**src/rtl/frame_sequencer.sv**
```systemverilog
// Per-instruction stage sequencer: walks fetch/decode/execute/memory/writeback stages,
// drives frame-field write enables from a per-field stage mask, and faults on stuck memory waits.
module frame_sequencer #(
    parameter int                        NUM_FIELDS  = 4,
    parameter logic [NUM_FIELDS*7-1:0]   STAGE_MAP   = {7'h02, 7'h30, 7'h08, 7'h04},
    parameter int                        MEM_TIMEOUT = 15,
    parameter int                        CNT_W       = 32
) (
    input  logic                  clk,
    input  logic                  reset_n,
    input  logic                  run,
    input  logic                  halt_req,
    input  logic                  mem_ack,
    input  logic                  mem_valid,
    input  logic                  is_load,
    input  logic                  is_store,
    input  logic                  exec_stall,
    output logic [6:0]            state_onehot,
    output logic [NUM_FIELDS-1:0] field_we,
    output logic                  mem_req,
    output logic                  mem_is_data,
    output logic                  halted,
    output logic                  fault,
    output logic [CNT_W-1:0]      retired_count
);

    localparam int WAIT_W = (MEM_TIMEOUT > 0) ? $clog2(MEM_TIMEOUT + 1) : 1;

    // Stage bit positions, matching the STAGE_MAP field layout.
    localparam int B_FREQ   = 0;
    localparam int B_FRECV  = 1;
    localparam int B_DECODE = 2;
    localparam int B_SETUP  = 3;
    localparam int B_EXEC   = 4;
    localparam int B_MEMRD  = 5;
    localparam int B_WB     = 6;

    typedef enum logic [3:0] {
        S_IDLE, S_FREQ, S_FRECV, S_DECODE, S_SETUP,
        S_EXEC, S_MEMACC, S_WB, S_HALTED, S_FAULT
    } state_e;

    state_e              state_q, state_d;
    logic                ld_q, ld_d;
    logic                st_q, st_d;
    logic                acked_q, acked_d;
    logic [WAIT_W-1:0]   wait_cnt_q, wait_cnt_d;
    logic [CNT_W-1:0]    retired_q, retired_d;

    logic [6:0]          stage_oh;
    logic [6:0]          stage_qual;
    logic                wait_expired;
    logic                mem_exit;

    // True when one more unsatisfied wait cycle reaches the timeout.
    assign wait_expired = (MEM_TIMEOUT != 0) && ((int'(wait_cnt_q) + 1) >= MEM_TIMEOUT);

    always_comb begin
        state_d     = state_q;
        ld_d        = ld_q;
        st_d        = st_q;
        acked_d     = acked_q;
        wait_cnt_d  = wait_cnt_q;
        retired_d   = retired_q;
        stage_oh    = '0;
        stage_qual  = '0;
        mem_req     = 1'b0;
        mem_is_data = 1'b0;
        mem_exit    = 1'b0;

        unique case (state_q)
            S_IDLE: begin
                if (run) begin
                    state_d    = S_FREQ;
                    wait_cnt_d = '0;
                end
            end
            S_FREQ: begin
                stage_oh[B_FREQ]   = 1'b1;
                stage_qual[B_FREQ] = mem_ack;
                mem_req            = 1'b1;
                if (mem_ack) begin
                    state_d    = S_FRECV;
                    wait_cnt_d = '0;
                end else if (wait_expired) begin
                    state_d = S_FAULT;
                end else begin
                    wait_cnt_d = wait_cnt_q + 1'b1;
                end
            end
            S_FRECV: begin
                stage_oh[B_FRECV]   = 1'b1;
                stage_qual[B_FRECV] = mem_valid;
                if (mem_valid) begin
                    state_d = S_DECODE;
                end else if (wait_expired) begin
                    state_d = S_FAULT;
                end else begin
                    wait_cnt_d = wait_cnt_q + 1'b1;
                end
            end
            S_DECODE: begin
                stage_oh[B_DECODE]   = 1'b1;
                stage_qual[B_DECODE] = 1'b1;
                // A load+store encoding resolves to a load.
                ld_d    = is_load;
                st_d    = is_store & ~is_load;
                state_d = S_SETUP;
            end
            S_SETUP: begin
                stage_oh[B_SETUP]   = 1'b1;
                stage_qual[B_SETUP] = 1'b1;
                state_d             = S_EXEC;
            end
            S_EXEC: begin
                stage_oh[B_EXEC]   = 1'b1;
                stage_qual[B_EXEC] = ~exec_stall;
                if (!exec_stall) begin
                    if (ld_q || st_q) begin
                        state_d    = S_MEMACC;
                        wait_cnt_d = '0;
                        acked_d    = 1'b0;
                    end else begin
                        state_d = S_WB;
                    end
                end
            end
            S_MEMACC: begin
                stage_oh[B_MEMRD]   = 1'b1;
                stage_qual[B_MEMRD] = ld_q & mem_valid;
                mem_req             = ~acked_q;
                mem_is_data         = 1'b1;
                if (mem_ack) acked_d = 1'b1;
                // Stores complete on acceptance; loads wait for returned data.
                mem_exit = st_q ? mem_ack : mem_valid;
                if (mem_exit) begin
                    state_d = S_WB;
                end else if (wait_expired) begin
                    state_d = S_FAULT;
                end else begin
                    wait_cnt_d = wait_cnt_q + 1'b1;
                end
            end
            S_WB: begin
                stage_oh[B_WB]   = 1'b1;
                stage_qual[B_WB] = 1'b1;
                retired_d        = retired_q + 1'b1;
                if (halt_req) begin
                    state_d = S_HALTED;
                end else if (!run) begin
                    state_d = S_IDLE;
                end else begin
                    state_d    = S_FREQ;
                    wait_cnt_d = '0;
                end
            end
            S_HALTED: begin
                if (!halt_req && run) begin
                    state_d    = S_FREQ;
                    wait_cnt_d = '0;
                end
            end
            S_FAULT: begin
                state_d = S_FAULT;
            end
            default: begin
                state_d = S_IDLE;
            end
        endcase
    end

    always_ff @(posedge clk or negedge reset_n) begin
        if (!reset_n) begin
            state_q    <= S_IDLE;
            ld_q       <= 1'b0;
            st_q       <= 1'b0;
            acked_q    <= 1'b0;
            wait_cnt_q <= '0;
            retired_q  <= '0;
        end else begin
            state_q    <= state_d;
            ld_q       <= ld_d;
            st_q       <= st_d;
            acked_q    <= acked_d;
            wait_cnt_q <= wait_cnt_d;
            retired_q  <= retired_d;
        end
    end

    for (genvar gi = 0; gi < NUM_FIELDS; gi++) begin : g_field_we
        assign field_we[gi] = |(STAGE_MAP[gi*7 +: 7] & stage_qual);
    end

    assign state_onehot  = stage_oh;
    assign halted        = (state_q == S_HALTED);
    assign fault         = (state_q == S_FAULT);
    assign retired_count = retired_q;

endmodule

```
**config.mk**
```make
export PLATFORM = sky130hd
export DESIGN_NAME = frame_sequencer
export DESIGN_NICKNAME = d
export VERILOG_FILES = /design/src/rtl/frame_sequencer.sv
export SDC_FILE = /design/constraint.sdc
export NUM_CORES = 1
export LEC_CHECK = 0
export ABC_CLOCK_PERIOD_IN_PS = 3100
export CAP_MARGIN = 5
export CORE_MARGIN = 2
export CORE_UTILIZATION = 48
export DETAILED_ROUTE_END_ITERATION = 7
export DONT_BUFFER_PORTS = 1
export RECOVER_POWER = 50
export SLEW_MARGIN = 20
export SYNTH_ARGS = -nofsm -noshare
export SYNTH_HDL_FRONTEND = slang
export SYNTH_SLANG_ARGS = --single-unit
export TNS_END_PERCENT = 20
```
**constraint.sdc**
```tcl
create_clock -name clk -period 3.1 [get_ports clk]
set_input_delay 0.465 -clock clk [delete_from_list [all_inputs] [get_ports clk]]
set_output_delay 0.465 -clock clk [all_outputs]
set_load 0.05 [all_outputs]
```
## Yosys cells after proc, flatten, opt, wreduce, memory -nomap -nowiden

Index checks and enable logic that the tools add are counted.

| storage, ports and cells | value |
|---|---|
| register bits | 43 |
| output and inout port bits | 47 |
| logic and storage cells | 79 |

| cells by class | value |
|---|---|
| add/sub/neg operators | 3 |
| order comparisons | 1 |
| equal/unequal tests | 17 |
| muxes and demuxes | 37 |
| bitwise operators | 5 |
| reductions and logical operators | 10 |

Operators with widths:

| operator | count |
|---|---|
| 4-bit two-way mux | 17 |
| 4-bit one-hot mux with 10 select lines | 1 |
| 32-bit by 1-bit adder with 32-bit output (second input constant) | 1 |
| 4-bit one-hot mux with 7 select lines | 1 |
| 4-bit by 3-bit equality test with 1-bit output (second input constant) | 4 |
| 1-bit two-way mux | 16 |
| 2-bit != test (second input constant) | 7 |
| 4-bit by 2-bit equality test with 1-bit output (second input constant) | 2 |
| 4-bit equality test (second input constant) | 2 |
| 7-bit AND reduction | 1 |
| 7-bit nonzero test | 1 |
| 4-bit by 1-bit adder with 5-bit output (second input constant) | 1 |
| 5-bit by 4-bit greater-or-equal comparator with 1-bit output (second input constant) | 1 |
| 4-bit by 1-bit adder with 4-bit output (second input constant) | 1 |
| 4-bit by 1-bit equality test with 1-bit output (second input constant) | 1 |
| 4-bit zero test | 1 |
| 1-bit one-hot mux with 2 select lines | 2 |
| 4-bit AND reduction | 1 |
| 1-bit inverter | 3 |
| 3-bit AND reduction | 1 |
| 1-bit bitwise AND | 2 |
| 2-bit by 1-bit != test with 1-bit output (second input constant) | 1 |
| 2-bit nonzero test | 1 |
| 2-bit OR reduction | 1 |
| 3 further kinds | 3 |

## Logic depth before layout (Yosys ltp)

| depth | value |
|---|---|
| depth after elaboration | 5 |
| mapped depth | 9 |
| gate-level depth less buffers | 7 |

## Worst setup path before layout

OpenSTA, ideal clock, no wires.

| path | value |
|---|---|
| path type | reg2out |
| start | reg state_q[2] |
| end | out mem_req |
| arrival time | 2.996 ns |
| required time | 2.635 ns |
| slack | -0.361 ns |
| cell stages (with the launch flop) | 4 |
| buffers on the path | 1 |
| cell sequence | dfrtp_1 -> clkbuf_1 -> nor4b_1 -> o21bai_1 |

| between the ends | value |
|---|---|
| word-level cells in the longest chain between the ends | 2 |
| elaborated cells on any way between the ends | 3 |

Ends and longest elaborated chain:

| item | line | text |
|---|---|---|
| from (decl) | 43 | `state_e state_q, state_d;` |
| from (signal assigned) | 181 | `state_q <= state_d;` |
| 4-bit by 3-bit equality test with 1-bit output or 4-bit by 1-bit equality test with 1-bit output (tied branches) | 71 | `unique case (state_q)` |
| 1-bit one-hot mux with 2 select lines * | 71 |  |
| to (decl) | 20 | `output logic mem_req,` |

Mark *: on every way between the ends. The rest lies on a longest branch, timed or not.

## Final worst setup path

| path | value |
|---|---|
| start | reg state_q[1] |
| end | out field_we[3] |

| between the ends | value |
|---|---|
| word-level cells in the longest chain between the ends | 2 |

Ends and longest elaborated chain:

| item | line | text |
|---|---|---|
| 4-bit by 2-bit equality test with 1-bit output | 71 |  |
| 1-bit two-way mux | 71 |  |
| to (decl) | 19 | `output logic [NUM_FIELDS-1:0] field_we,` |

Every way passes these cells.

==> results.toml <==
[setup_path]
startpoint = "state_q[1]"
path_cells = "nor4b_2 > buf_4 > nand2_1 > inv_1"
r2r-start = "state_q[1]"
worst_path_dominant_cell_family = "flip-flops"
reg2reg_slack_ns = 0.66
path_depth = 4
cp.required_ns = 2.63
crit_fanout = 22
slowest_stage = "dfrtp_1"
r2r_cells = 5
crit_end = "field_we[3]"
crit_type = "reg -> out"
start_kind = "flop"
crit_path_max_incr_delay_ns = 0.76
worstReg2RegEnd = "retired_count[27]"
worst-path-buf-inv = 2
cp.arrival_ns = 2.05
critPathCaptureType = "output port"

[pwr]
powerDensity_mw_per_mm2 = 782
p_clk_share_pct = 18.8
sw_frac_of_total_pct = 45.0
leakage_nw = 1.19
p_sw_mw = 0.946
ir_worst_vdd_v = 0.000520
share_comb_of_total_power_pct = 40.7
power.internal_mw = 1.15
total_power_mw = 2.10
power_frac_seq_pct = 40.5

[grt]
grt_pass1_vias = 1660
met2_usage_pct = 27.5
grt_overflow = 0
busiest_layer = "met2"
grt_util_met3_pct = 8.03
grt_antenna_before_repair = 0
met1_usage_pct = 26.0
grt_pass1_wl_um = 8070
track_usage_pct = 18.9
grt_max_degree = 44

[clocking]
cts_made_buffers = 5
clkSlewWorstSetupHoldPaths_ns = 0.07
cts_tree = "built"
cts-root-buf = "clkbuf_8"
h-tree-depth = 2
post_cts_buffers = 0
clkSinkCount = 43
clk_latency_ns = 0.30
clockBufferDepth = 2

[drt]
drt_wl_total_um = 4810
vias_per_cell = 5.53
antenna_left = 0
drc = 0
first_iter_violations = 89
vias = 1768
firstDrtPassIters = 4
wire_per_inst_um = 15.0

[floorplanning]
design.core.area_mm2 = 0.00479
die_w_um = 74.8
dieArea_mm2 = 0.00560
rows = 25
ioPinCount = 56
start_util_pct = 50.3
die-height_um = 74.8

[synthesis]
syn_area_mm2 = 0.00241
synthCells = 240
synth_top_area_share_pct = 44.7
yosysUniqueCellTypes = 61
ys_ff_latch = 43
synth_enable_flop_cells = 0
avgSynthCellArea_um2 = 10.0
ys_top_cells_by_area = "dfrtp_1 45%, xnor2_1 8.0%, nand2_1 3.3%, xor2_1 3.3%, nor2_1 2.5%"
synth-async-reset-ratio_pct = 100
synth_nets = 252
synth_flop_cell = "dfrtp_1"
yosysTopAreaCell = "dfrtp_1"
yosysWarnings = 0
synth-seq-area-share_pct = 44.7

[min_path]
hp-class = "in -> reg"

[final_layout]
drive_above_1_share_pct = 17.8
synthToLayoutAreaGrowth_pct = 11.5
fin_nets = 264
final_util_pct = 56.1
antenna_cells = 0
final_cells = 320
nFillCells = 436

[placed_design]
place_hpwl_um = 3490
placed_cells = 310
routabilityCongestion = 0.819
io_buffers = 0

[run_status]
status = "finished clean"

[timing]
fmax_ghz = 0.398
rsz0062_at_grt = "false"
tightest_slew_ns = 0.769
finalClockSkew_ns = 0.00672
slew-limit-headroom_pct = 48.8
setup_viol = 0
tns_ns = 0
maxSlewViolCount = 0
hold_violations = 0
finalCritPeriodShare_pct = 81.0
finalCriticalPeriod_ns = 2.51

[flow_run]
drv_cap = 0
==> power groups by stage <==
stage / combinational [mW] / sequential (mW) / clock, mW
floorplan: 0.737 / 0.788 / 0
global placement: 0.834 / 0.864 / 0
detailed placement: 0.837 / 0.862 / 0
CTS: 0.856 / 0.851 / 0.406
global route: 0.937 / 0.872 / 0.432
finish: 0.856 / 0.850 / 0.394
==> per-stage QoR <==
stage	instance area, um^2	setup slack [ns]	hold slack, ns
floorplan	2410	-0.237	0.169
global placement	2550	0.716	0.171
detailed placement	2550	0.682	0.171
CTS	2690	0.573	0.00209
global route	2690	0.475	0.298
finish	2690	0.589	0.318
==> kinds of logic after synthesis <==
logic type      synth area share [%]
flops                           44.7
simple gates                    22.4
mux                             1.77
xor+xnor                        11.3
buf+inv                         5.97
compound gates                  12.4
fa+ha+maj                       1.56
==> sequential cells by signal, summed over array words and instances, names as in the netlist <==
register / flops
state_q: 4
acked_q: 1
st_q: 1
ld_q: 1
retired_count: 32
wait_cnt_q: 4
==> how the worst min path moves through the flow <==
| stage | from | to | slack [ns] | depth (start not counted) |
|---|---|---|---|---|
| global route | is_load | ld_q | 0.30 | 1 |
| detailed placement | reset_n | wait_cnt_q[1] | 0.17 | 0 |
| global placement | reset_n | wait_cnt_q[0] | 0.17 | 0 |
| CTS | reset_n | wait_cnt_q[0] | 0.002 | 1 |
| floorplan | reset_n | acked_q | 0.17 | 0 |
| finish | is_load | ld_q | 0.32 | 1 |
==> routing by layer <==
layer,wire length (um),share of wire [%]
met4,61,1.3
met5,0,0
met2,2050,43
met3,335,7.0
met1,2360,49
==> layout by cell type (no fill, tap or decap), types with 2 or more instances in the layout <==
| master | n |
|---|---|
| dfrtp_1 | 43 |
| ha_1 | 3 |
| nor3_1 | 3 |
| xnor2_1 | 22 |
| nor3_2 | 2 |
| and2_1 | 3 |
| buf_4 | 11 |
| mux2_2 | 2 |
| and3_1 | 5 |
| xor2_1 | 9 |
| and4_1 | 5 |
| o21ai_2 | 2 |
| nor4b_2 | 3 |
| nand3_1 | 9 |
| nand2b_1 | 3 |
| o21ai_0 | 10 |
| clkbuf_1 | 3 |
| a21oi_1 | 7 |
| inv_1 | 13 |
| nand4_1 | 6 |
| o22ai_1 | 2 |
| o21bai_1 | 2 |
| nand3b_1 | 2 |
| nand2_1 | 21 |
| mux2i_1 | 2 |
| buf_6 | 2 |
| nor2_1 | 16 |
| clkbuf_8 | 7 |
==> synthesized netlist by cell type, types with 3 or more instances <==
| master | count |
|---|---|
| a21oi_1 | 7 |
| nand2b_1 | 3 |
| nor2_1 | 16 |
| nor3_1 | 4 |
| and3_1 | 5 |
| nand2_1 | 21 |
| and4_1 | 5 |
| nand4_1 | 6 |
| buf_4 | 5 |
| and2_1 | 3 |
| ha_1 | 3 |
| xor2_1 | 9 |
| o21ai_0 | 10 |
| nand3_1 | 9 |
| inv_1 | 13 |
| clkbuf_1 | 3 |
| dfrtp_1 | 43 |
| buf_2 | 3 |
| xnor2_1 | 22 |
==> area by class of cell <==
class	instances	area [um^2]	area share (%)
tap	67	83.8	3.12
timing repair buffer	18	154	5.73
clock inverter	1	7.51	0.280
inverter	14	55.1	2.05
multi-input combinational	170	1210	45.2
clock buffer	7	96.3	3.59
sequential	43	1080	40.1
==> worst register-to-register path: stages (launching register included) <==
cell and delay, ns:
dfrtp_1 0.76, and4b_2 0.60, and4_1 0.41, nand4_2 0.25, nor2_1 0.19, xor2_1 0.16
==> what timing repair did <==
action	CTS	global route
resized for setup	0	0
hold buffers	1	1
endpoints found under the hold margin	43	7
Note: power is estimated with default switching activity, not from simulation.
